`src/rtl/pwm_capture_if.sv`:
```
// Avalon-MM slave bus bundle for the PWM capture peripheral.
// Zero-wait handshake: a write commits on the clk edge where chipselect&write is high; readdata is valid in the same cycle as chipselect&read; there is no waitrequest.
interface pwm_capture_if;
  logic        chipselect;
  logic [2:0]  address;
  logic        write;
  logic [31:0] writedata;
  logic        read;
  logic [3:0]  byteenable;
  logic [31:0] readdata;

  modport master (
    output chipselect, address, write, writedata, read, byteenable,
    input  readdata
  );

  modport slave (
    input  chipselect, address, write, writedata, read, byteenable,
    output readdata
  );
endinterface

```
`src/rtl/pwm_capture.sv`:
```
// Measures period and high time of pwm_in in clk cycles and counts completed periods.
// Results are exposed as Avalon-MM registers with an optional level interrupt.
module pwm_capture #(
  parameter int          SYNC_STAGES = 2,
  parameter logic [31:0] TIMEOUT     = 32'hFFFF_FFFF
) (
  input  logic             clk,
  input  logic             reset_n,
  pwm_capture_if.slave     avs,
  input  logic             pwm_in,
  output logic             irq,
  output logic [1:0]       dbg_state
);

  typedef enum logic [1:0] {
    IDLE    = 2'd0,
    ARM     = 2'd1,
    MEASURE = 2'd2
  } state_t;

  state_t state_q;

  logic [SYNC_STAGES-1:0] sync_q;
  logic        s, s_d, rise;
  logic        enable_q, irq_en_q, valid_q, overflow_q, irq_q;
  logic [31:0] period_q, high_q, count_q, cnt_q, hcnt_q;
  logic        wr, ctrl_wr, clr_valid, clr_ovf;
  logic        unused_bits;

  assign s    = sync_q[SYNC_STAGES-1];
  assign rise = s & ~s_d;

  assign wr        = avs.chipselect & avs.write;
  assign ctrl_wr   = wr & (avs.address == 3'd0) & avs.byteenable[0];
  assign clr_valid = wr & (avs.address == 3'd1) & avs.byteenable[0] & avs.writedata[0];
  assign clr_ovf   = wr & (avs.address == 3'd1) & avs.byteenable[0] & avs.writedata[1];

  assign unused_bits = ^{avs.writedata[31:2], avs.byteenable[3:1]};

  always_ff @(posedge clk or negedge reset_n) begin
    if (!reset_n) begin
      sync_q <= '0;
      s_d    <= 1'b0;
    end else begin
      if (SYNC_STAGES > 1) sync_q <= {sync_q[SYNC_STAGES-2:0], pwm_in};
      else                 sync_q <= pwm_in;
      s_d <= s;
    end
  end

  always_ff @(posedge clk or negedge reset_n) begin
    if (!reset_n) begin
      state_q    <= IDLE;
      enable_q   <= 1'b0;
      irq_en_q   <= 1'b0;
      valid_q    <= 1'b0;
      overflow_q <= 1'b0;
      irq_q      <= 1'b0;
      period_q   <= '0;
      high_q     <= '0;
      count_q    <= '0;
      cnt_q      <= '0;
      hcnt_q     <= '0;
    end else begin
      if (ctrl_wr) begin
        enable_q <= avs.writedata[0];
        irq_en_q <= avs.writedata[1];
      end
      // CPU clears come first so that a hardware set later in this block wins.
      if (clr_valid) valid_q    <= 1'b0;
      if (clr_ovf)   overflow_q <= 1'b0;
      irq_q <= irq_en_q & (valid_q | overflow_q);

      case (state_q)
        IDLE: begin
          cnt_q  <= '0;
          hcnt_q <= '0;
          if (enable_q) state_q <= ARM;
        end
        ARM: begin
          if (!enable_q) begin
            state_q <= IDLE;
            cnt_q   <= '0;
            hcnt_q  <= '0;
          end else if (rise) begin
            cnt_q   <= 32'd1;
            hcnt_q  <= 32'd1;
            state_q <= MEASURE;
          end
        end
        MEASURE: begin
          if (!enable_q) begin
            state_q <= IDLE;
            cnt_q   <= '0;
            hcnt_q  <= '0;
          end else if (rise) begin
            period_q <= cnt_q;
            high_q   <= hcnt_q;
            valid_q  <= 1'b1;
            count_q  <= count_q + 32'd1;
            cnt_q    <= 32'd1;
            hcnt_q   <= 32'd1;
          end else if (cnt_q == TIMEOUT) begin
            // No edge within TIMEOUT cycles: flag it and wait for a fresh edge.
            overflow_q <= 1'b1;
            state_q    <= ARM;
            cnt_q      <= '0;
            hcnt_q     <= '0;
          end else begin
            cnt_q  <= cnt_q + 32'd1;
            hcnt_q <= hcnt_q + {31'b0, s};
          end
        end
        default: state_q <= IDLE;
      endcase
    end
  end

  always_comb begin
    avs.readdata = '0;
    if (avs.chipselect && avs.read) begin
      case (avs.address)
        3'd0:    avs.readdata = {30'b0, irq_en_q, enable_q};
        3'd1:    avs.readdata = {29'b0, s, overflow_q, valid_q};
        3'd2:    avs.readdata = period_q;
        3'd3:    avs.readdata = high_q;
        3'd4:    avs.readdata = count_q;
        default: avs.readdata = '0;
      endcase
    end
  end

  assign irq       = irq_q;
  assign dbg_state = state_q;

endmodule

```
`src/flat_wrapper.sv`:
```
// flat-port wrapper written by rule: the top's interface ports become plain ports
module pwm_capture_flat 
#(
  parameter int          SYNC_STAGES = 2,
  parameter logic [31:0] TIMEOUT     = 32'hFFFF_FFFF
)
  (clk, reset_n, pwm_in, irq, dbg_state, avs_chipselect, avs_address, avs_write, avs_writedata, avs_read, avs_byteenable, avs_readdata);
  pwm_capture_if avs_i ();
  input  logic clk;
  input  logic reset_n;
  input  logic pwm_in;
  output logic irq;
  output logic [1:0] dbg_state;
  input wire logic [$bits(avs_i.chipselect)-1:0] avs_chipselect;
  input wire logic [$bits(avs_i.address)-1:0] avs_address;
  input wire logic [$bits(avs_i.write)-1:0] avs_write;
  input wire logic [$bits(avs_i.writedata)-1:0] avs_writedata;
  input wire logic [$bits(avs_i.read)-1:0] avs_read;
  input wire logic [$bits(avs_i.byteenable)-1:0] avs_byteenable;
  output wire logic [$bits(avs_i.readdata)-1:0] avs_readdata;
  assign avs_i.chipselect = avs_chipselect;
  assign avs_i.address = avs_address;
  assign avs_i.write = avs_write;
  assign avs_i.writedata = avs_writedata;
  assign avs_i.read = avs_read;
  assign avs_i.byteenable = avs_byteenable;
  assign avs_readdata = avs_i.readdata;
  pwm_capture #(.SYNC_STAGES(SYNC_STAGES), .TIMEOUT(TIMEOUT)) u_core (.clk(clk), .reset_n(reset_n), .avs(avs_i), .pwm_in(pwm_in), .irq(irq), .dbg_state(dbg_state));
endmodule
```
`config.mk`:
```
export PLATFORM = sky130hd
export DESIGN_NAME = pwm_capture_flat
export DESIGN_NICKNAME = d
export VERILOG_FILES = /design/src/rtl/pwm_capture_if.sv /design/src/rtl/pwm_capture.sv /design/src/flat_wrapper.sv
export SDC_FILE = /design/constraint.sdc
export NUM_CORES = 1
export LEC_CHECK = 0
export BUFFER_PORTS_ARGS = -buffer_cell sky130_fd_sc_hd__buf_2
export CORE_UTILIZATION = 39
export CTS_BUF_LIST = sky130_fd_sc_hd__clkbuf_2
export DETAILED_ROUTE_END_ITERATION = 10
export PLACE_DENSITY = 0.59
export SYNTH_ARGS = -nofsm -noshare
export SYNTH_HDL_FRONTEND = slang
export SYNTH_SLANG_ARGS = --single-unit
```
`constraint.sdc`:
```
create_clock -name clk -period 2.8 [get_ports clk]
set_clock_uncertainty 0.15 [all_clocks]
set_input_delay 0.56 -clock clk [delete_from_list [all_inputs] [get_ports clk]]
set_output_delay 0.56 -clock clk [all_outputs]
set_load 0.01 [all_outputs]
```
# Word level (Yosys, flattened, before mapping)
# Index checks and enable logic that the tools add are counted.
# Widths: inputs -> output; s select.
[totals]
ff_bits = 170
latch_bits = 0
mem_bits_rw = 0
rom_bits = 0
inputBits = 45
elab_cells = 73
mem_count = 0
[op_classes]
n_addsub = 3
multipliers = 0
n_div = 0
magnitude_cmp = 0
n_eq_ne = 11
n_shift = 0
mux = 28
bitwise = 11
n_reduce_logical = 7
[ops]
columns = ["cell", "n"]
rows = [
  ["$mux 32", 9],
  ["$pmux 32 s3", 2],
  ["$pmux 32 s5", 1],
  ["$add 32x1->32 const B", 2],
  ["$add 32x1->32", 1],
  ["$eq 32x32->1 const B", 1],
  ["$mux 2", 6],
  ["$and 1x1->1", 9],
  ["$mux 1", 9],
  ["$eq 3x2->1 const B", 2],
  ["$ne 3x3->1 const B", 2],
  ["$pmux 2 s3", 1],
  ["$reduce_and 4->1", 1],
  ["$eq 3x1->1 const B", 1],
  ["$eq 3x3->1 const B", 1],
  ["$logic_not 3->1", 1],
  ["$ne 3x2->1 const B", 1],
  ["$reduce_and 3->1", 1],
  ["$reduce_bool 3->1", 1],
  ["$eq 2x1->1 const B", 1],
  ["$eq 2x2->1 const B", 1],
  ["$logic_not 2->1", 1],
  ["$ne 2x1->1 const B", 1],
  ["$reduce_and 2->1", 1],
  ["3 further kinds", 3],
]

# Depth between registers and ports, before layout
# Gate-level depths: netlist of run 1.
[logic_depth]
ltp_word = 9
mapped_depth = 10
depth_no_buf = 7

# Worst setup path after synthesis of run 1
# No wires, ideal clock.
[synth_timing]
kind = "reg2reg"
from = "register u_core.cnt_q[14]"
to = "register u_core.state_q[0] (netlist: u_core.dbg_state[0])"
arrival_time_ps = 2400
path_slack_ps = 125
path_stages_with_launch = 8
path_cell_list = "dfrtp_1 > nand4_1 > or4_1 > buf_2 > or4_1 > buf_2 > a21oi_1 > mux2_2"
[synth_between]
elab_chain_len = 3
[synth_rtl]
columns = ["element", "line", "rtl"]
rows = [
  ["from (decl)", "pwm_capture.sv:26", "logic [31:0] period_q, high_q, count_q, cnt_q, hcnt_q;"],
  ["from (signal assigned)", "pwm_capture.sv:110", "cnt_q <= cnt_q + 32'd1;"],
  ["$eq 32x32->1", "pwm_capture.sv:103", "end else if (cnt_q == TIMEOUT) begin"],
  ["$ne 3x3->1 (no source line)", "-", ""],
  ["$reduce_and 4->1 (no source line)", "-", ""],
  ["to (signal assigned)", "pwm_capture.sv:93", "state_q <= IDLE;"],
  ["to (signal assigned)", "pwm_capture.sv:106", "state_q <= ARM;"],
  ["to (signal assigned)", "pwm_capture.sv:114", "default: state_q <= IDLE;"],
  ["to (decl)", "pwm_capture.sv:21", "state_t state_q;"],
]
# Every way passes these cells.
# A chain may end at the register's enable or synchronous reset.

# Worst setup path after layout of run 1
[layout_timing]
from = "register u_core.state_q[0] (netlist: u_core.dbg_state[0])"
to = "register u_core.hcnt_q[31]"
[layout_between]
elab_chain_len = 3
elab_cells_between_ends = 7
classes_between = "3 x eq/ne; 1 x mux; 3 x reduce/logical"
[layout_rtl]
columns = ["element", "line", "rtl"]
rows = [
  ["from (signal assigned)", "pwm_capture.sv:53", "state_q <= IDLE;"],
  ["from (signal assigned)", "pwm_capture.sv:78", "if (enable_q) state_q <= ARM;"],
  ["from (signal assigned)", "pwm_capture.sv:82", "state_q <= IDLE;"],
  ["$eq 2x1->1, or another cell as far along", "pwm_capture.sv:74", "case (state_q)"],
  ["$ne 3x2->1 (no source line) or $reduce_bool 3->1 (tied branches)", "-", ""],
  ["$reduce_and 2->1 (no source line)", "-", ""],
  ["to (signal assigned)", "pwm_capture.sv:111", "hcnt_q <= hcnt_q + {31'b0, s};"],
  ["to (decl)", "pwm_capture.sv:26", ""],
]
# Parallel ways exist; a longest one is shown, timed or not.

==> results.md, run 1 <==
- Sum Neg Setup Slack: 0 ps
- Post-DR vias/cell: 5.20
- Max-cap violations: 0
- Worst setup SP type: register
- CP endpoint kind: register
- FF-to-FF End: u_core.hcnt_q[31]
- Num rows: 53
- Yosys cell types: 51
- R2r startpoint: u_core.dbg_state[0]
- Syn Inst Count: 967
- Port buffer count: 46
- Ys Warns: 0
- Layout cells sized above 1: 13.6%
- Xor/xnor share of the synthesized area: 7.46%
- Synth Area in Adders: 1.17%
- Endpoints failing hold: 0
- Register share of total power: 55.9%
- First-pass GRT wire length: 34.2 mm
- Clk sinks: 170
- Top-area cell type share of the netlist area: 49.6%
- Internal power: 3.17 mW
- Max Root-Sink Buffers: 2
- Main combinational cell family by area after synthesis: simple AND/OR/NAND/NOR gates
- Status: finished, final reports clean
- Sequential share of the synthesized area: 49.6%
- Post-Syn Area: 8570 sq um
- Final ANT Viol Nets: 0
- Synth Area in Compound Gates: 7.34%
- Clock root cell: clkbuf_2
- Nets: 1087
- Met3 wire length: 637 um
- Highest clock rate: 376 MHz
- Total grt overflow: 0
- GRT Util Overall: 19.8%
- Synth top cells by count: 230 x nand2_1, 170 x dfrtp_1, 126 x nor2_1
- Worst EP required: 3370 ps
- Post-synthesis async set-or-reset flop share: 100%
- Post-detail-place hpwl: 15.2 mm
- FILL cells: 2112
- Die area: 22600 sq um
- LEAKAGE: 4.48 nW
- Syn avg cell area: 8.87 sq um
- CP Data Arrival Time: 3230 ps
- Worst R2R Path Depth: 6
- Post-layout min period: 2660 ps
- Met2 WL: 9.44 mm
- Switching power total: 1.44 mW
- Ports: 80
- P&R area growth vs syn: 12.8%
- Combinational Power Share: 15.7%
- Placer Congestion: 0.846
- CP max FO: 7
- Initial Util: 40.3%
- Synth Flop Type: dfrtp_1
- Routed via count: 6882
- Final setup fails: 0
- Drt pass-1 iters: 5
- R2R setup slack: 140 ps
- Least-Margin Pin Slew: 784 ps
- Highest metal used: met4
- Drt wl/cell: 16.0 um
- Clock Latency Late Sink: 790 ps
- Core Region: 21300 sq um
- Initial antenna violation count: 1
- Critical path class: register to register
- Cell Pwr Density: 477 nW/um^2
- Area contributors post-synth: dfrtp_1 50%, nand2_1 10%, nor2_1 5.5%, xor2_1 3.9%, mux2i_1 3.6%
- Sw Share: 31.2%
- Metal-1 WL: 10.7 mm
- Period utilization: 95.0%
- Worst-path clk slew: 260 ps
- Peak VDD IR: 0.000236 V
- Die Width: 150 um
- Worst relative slew slack: 47.8%
- Most numerous cell in the Yosys netlist: nand2_1
- Mux cell area share after synthesis: 4.54%
- Mapped Nets: 1020
- Post-synthesis register bit count: 170
- Clock network power share: 28.4%
- Fin. max-slew vios: 0
- Vias in the first global route: 6475
- Pre-CTS WS: 87.9 ps
- Crit path launch: u_core.dbg_state[0]
- DRC Markers: 0
- Htree depth: 4
- Post-Synth Simple-Gate Area: 26.8%
- Num CTS Buffers: 17
- Largest net degree at the start of global routing: 76
- Largest area contributor in the synthesized netlist: dfrtp_1
- Hold Crit Class: primary input to async pin
- EDFF count, synth: 0
- CTS tree: built
- Die extent in y: 150 um
- Final worst setup slack: 140 ps
- Final wirelength: 21.1 mm
- Iter 0 DRT Violations: 388
[logic make-up after synthesis]
group / count (synthesis)
compound gates: 102
simple gates: 514
xor+xnor: 73
mux: 38
fa+ha+maj: 8
buf+inv: 62
flops: 170
[cell usage in the layout (no fill, tap or decap), types with 3 or more instances in the layout]
cell type and count:
a21oi_1 40, a22oi_1 3, a31oi_1 18, and2_1 6, and3_1 18, and4_1 5
buf_12 7, buf_2 45, buf_4 40, clkbuf_2 18, clkinvlp_4 4, dfrtp_1 167
dfrtp_2 3, dlygate4sd3_1 4, ha_1 8, inv_1 13, inv_6 3, mux2_2 7
mux2i_1 31, nand2_1 230, nand3_1 49, nand4_1 30, nor2_1 126, nor3_1 10
nor4_1 10, o21ai_0 19, or3_1 7, or4_1 7, xnor2_1 35, xor2_1 38
[flip-flops by register name, indices dropped and copies added, names as in the netlist]
signal and flops:
u_core.s_d 1, u_core.hcnt_q 32, u_core.irq 1, u_core.count_q 32, u_core.enable_q 1, u_core.high_q 32, u_core.dbg_state 2, u_core.valid_q 1
u_core.sync_q 2, u_core.overflow_q 1, u_core.cnt_q 32, u_core.irq_en_q 1, u_core.period_q 32
[worst max-delay path, cell delays in order (launching register included)]
cell,delay [ps]
dfrtp_2,490
ha_1,230
and2_1,250
a2111o_1,480
or3_1,370
or4_1,470
a21oi_1,160
[power groups by stage]
| stage | clock (mW) | combinational [mW] | sequential, mW |
|---|---|---|---|
| finish | 1.31 | 0.724 | 2.58 |
| global route | 1.47 | 0.795 | 2.59 |
| CTS | 1.34 | 0.711 | 2.58 |
| detailed placement | 0 | 0.705 | 2.62 |
| global placement | 0 | 0.704 | 2.62 |
| floorplan | 0 | 0.483 | 2.61 |
[cell type report]
type	count	area, sq um	share of cell area (%)
Inverter	13	48.8	0.504
Clock buffer	18	90.1	0.931
Timing Repair Buffer	97	717	7.41
Sequential cell	170	4260	44.0
Multi-Input combinational cell	735	4070	42.0
Antenna cell	1	2.50	0.0259
Clock inverter	14	146	1.51
Tap cell	275	344	3.56
[layer usage]
layer,up-vias,track usage (%)
met5,-,0
met4,0,6.77
met3,25,3.73
met2,118,29.7
met1,3324,28.4
li1,3415,-
[worst max path at each step]
stage | end | slack [ps] | depth (start not counted)
floorplan | u_core.dbg_state[0] | 130 | 7
detailed placement | u_core.dbg_state[1] | 90 | 5
finish | u_core.hcnt_q[31] | 140 | 6
global route | avs_readdata[1] | -6 | 5
CTS | u_core.dbg_state[0] | 60 | 5
global placement | u_core.dbg_state[0] | 100 | 5
[repair_timing]
action | 4_1_cts | 5_1_grt
resized for setup | 0 | 5
endpoints found under the setup margin | 0 | 36
hold endpoints to repair | 121 | 0
setup buffers | 0 | 3
hold buffers | 4 | 0
[through the flow]
stage          hold slack, ps  power (mW)  util (%)  std cells  area, sq um
2_1_floorplan             114        3.09         -        967         8570
3_3_place_gp              184        3.32      44.0       1283         9360
3_5_place_dp              195        3.33      44.0       1283         9360
4_1_cts                  84.3        4.63      45.3       1319         9640
5_1_grt                  51.4        4.85      45.4       1323         9670
6_report                 84.4        4.61      45.4       1323         9670
(Power assumes the default switching activity.)
==> run 2: changes to the inputs <==
- GPL_TIMING_DRIVEN: not set -> 0
==> run 2 against run 1 <==
Against the previous run:
- register-to-register slack lost 40 ps
- fmax shrank 1.5%
- wire length is 9.0% higher
- first-iteration DRC count increased by 17%
- clock power is 19% higher
- final cell count up 2.0%
- critical path depth up 3
- combinational power grew 20%
- non-clock buffer count grew 28
- final area increased by 2.2%
- highest routed layer unchanged
==> results.md, run 2 (same netlist as run 1, synthesis figures left out) <==
- Nets: 1115 (+2.6%)
- Drt wl/cell: 17.0 um (+6.8%)
- Final setup fails: 0 (unchanged)
- Fin. max-slew vios: 0 (unchanged)
- Post-detail-place hpwl: 16.5 mm (+8.4%)
- CP Data Arrival Time: 3230 ps (about the same)
- LEAKAGE: 4.59 nW (+2.6%)
- Layout cells sized above 1: 15.3% (+1.7 points)
- Crit path launch: u_core.cnt_q[1]
- FF-to-FF End: u_core.cnt_q[20]
- First-pass GRT wire length: 36.6 mm (+7.1%)
- Slowest-stage cell, CP: or4_1
- RSZ-0062 raised after global routing: true
- Clock root cell: clkbuf_2
- Worst-path clk slew: 240 ps (-20 ps)
- Vias in the first global route: 6720 (+3.8%)
- Final design utilization: 46.5% (+1.0 points)
- Critical path class: register to register
- Worst Path Buf+Inv: 3 (+3)
- Final worst setup slack: 97.9 ps (-41.7 ps)
- Cell Pwr Density: 507 nW/um^2 (+6.3%)
- Port buffer count: 46 (unchanged)
- Peak VDD IR: 0.000268 V (+14%)
- Crit path to: u_core.cnt_q[20]
- Ports: 80 (unchanged)
- Clk sinks: 170 (unchanged)
- Endpoints failing hold: 0 (unchanged)
- WP depth: 9 (+3)
- Most frequent cells in the layout: 229 x nand2_1, 163 x dfrtp_1, 126 x nor2_1
- GRT Util Overall: 21.5% (+1.7 points)
- Die extent in y: 150 um (unchanged)
- P&R area growth vs syn: 15.3%
- Crit path max-delay family: simple AND/OR/NAND/NOR gates
- Period utilization: 96.5% (+1.5 points)
- Worst relative slew slack: 36.7% (-11 points)
- Worst R2R Path Depth: 9 (+3)
- Commonest non-fill, non-tap cell in the layout: nand2_1
- Worst setup SP type: register
- Largest net degree at the start of global routing: 92 (+21%)
- Num CTS Buffers: 17 (unchanged)
- Worst EP required: 3330 ps (-40 ps)
- Htree depth: 4 (unchanged)
- Total grt overflow: 0 (unchanged)
- Most used cell along the critical path: buf_6
- Num rows: 53 (unchanged)
- Routed via count: 7133 (+3.6%)
- Non-filler cells, final: 1350 (+2.0%)
- Post-DR vias/cell: 5.28 (+1.6%)
- Clock Latency Late Sink: 790 ps (about the same)
- Max-cap violations: 0 (unchanged)
- Drt pass-1 iters: 5 (unchanged)
- CTS tree: built
- R2r startpoint: u_core.cnt_q[1]
- Placer Congestion: 0.895 (+5.9%)
- Post-layout min period: 2700 ps (+41.7 ps)
- Die area: 22600 sq um (unchanged)
- Hold Crit Class: primary input to register
- Worst path max stage delay: 530 ps (+40 ps)
- DRC Markers: 0 (unchanged)
- R2R setup slack: 100 ps (-40 ps)
- Iter 0 DRT Violations: 454 (+17%)
- CP endpoint kind: register
- Dpl cells: 1289 (+0.47%)
- Initial Util: 40.3% (unchanged)
- Final wirelength: 23.0 mm (+9.0%)
- Max Root-Sink Buffers: 2 (unchanged)
- Status: finished, final reports clean
- Initial antenna violation count: 1 (unchanged)
- CP max FO: 10 (+3)
- Die Width: 150 um (unchanged)
- Core Region: 21300 sq um (unchanged)
- Least-Margin Pin Slew: 926 ps (+142 ps)
- CP Cell Sequence: ha_1, nand3_2, or3_4, or4_1, buf_6, a31oi_4, buf_8, buf_6, nor2_1
- Highest clock rate: 370 MHz (-1.5%)
- Final ANT Viol Nets: 0 (unchanged)
- Pre-CTS WS: -368 ps (-456 ps)
==> run 2: cell count changes in the layout (fill, tap and decap cells not counted), moves of 3 or more <==
cell,delta
buf_4,-6
bufinv_16,+3
dfrtp_1,-4
clkbuf_4,+4
buf_12,-7
clkbuf_2,+11
dfrtp_2,+4
clkbuf_1,+18
buf_8,+3
==> run 2: power by group <==
part | internal (mW) | leakage [nW] | switching (mW)
sequential | 2.51 | 2.35 | 0.0693
combinational | 0.327 | 2.08 | 0.542
clock | 0.675 | 0.162 | 0.888
==> run 2: area by class of cell <==
cell class / count / area (sq um)
sequential: 170 / 4260
buffer: 42 / 239
inverter: 13 / 48.8
antenna: 1 / 2.50
clock buffer: 19 / 95.1
fill: 2104 / 11400
timing repair buffer: 83 / 548
tap: 275 / 344
multi-input combinational: 735 / 4150
clock inverter: 12 / 198
==> run 2: worst min-delay path, cell delays in order <==
cell and delay, ps:
buf_2 100, nand4b_1 110, nor3b_1 70, nand2_1 70, a21o_1 100
==> run 2: worst min-delay path by stage <==
stage | from | depth (start not counted) | endpoint | slack, ps
2_1_floorplan | reset_n | 0 | u_core.cnt_q[0] | 110
3_3_place_gp | u_core.sync_q[0] | 0 | u_core.sync_q[1] | 190
3_5_place_dp | u_core.sync_q[0] | 0 | u_core.sync_q[1] | 190
4_1_cts | avs_byteenable[0] | 5 | u_core.valid_q | 30
5_1_grt | avs_byteenable[0] | 5 | u_core.valid_q | 30
6_report | avs_byteenable[0] | 5 | u_core.valid_q | 80
==> run 2: repair_timing <==
| item | 4_1_cts | 5_1_grt |
|---|---|---|
| hold buffers | 4 | 0 |
| setup endpoints to repair | 105 | 98 |
| gates resized for setup | 31 | 31 |
| setup buffers | 16 | 16 |
| endpoints found under the hold margin | 84 | 0 |
| pin swaps | 3 | 5 |
==> run 2: per-layer routing <==
| metal | wire, um | GRT usage, % | part of all wire [%] | vias up |
|---|---|---|---|---|
| li1 | - | - | - | 3474 |
| met1 | 10900 | 30.0 | 47 | 3439 |
| met2 | 10500 | 33.0 | 46 | 190 |
| met3 | 1110 | 4.21 | 4.8 | 30 |
| met4 | 483 | 7.63 | 2.1 | 0 |
| met5 | 0 | 0 | 0 | - |
==> run 2: stage by stage <==
| step | cell area, sq um | TNS, ps | hold WS, ps | total power [mW] |
|---|---|---|---|---|
| global route | 9890 | -52.1 | 30.5 | 5.25 |
| CTS | 9720 | -28.3 | 31.5 | 5.03 |
| finish | 9890 | 0 | 83.9 | 5.01 |
| detailed placement | 9190 | -21980 | 191 | 3.38 |
| global placement | 9150 | -317840 | 186 | 3.37 |
| floorplan | 8570 | 0 | 114 | 3.09 |
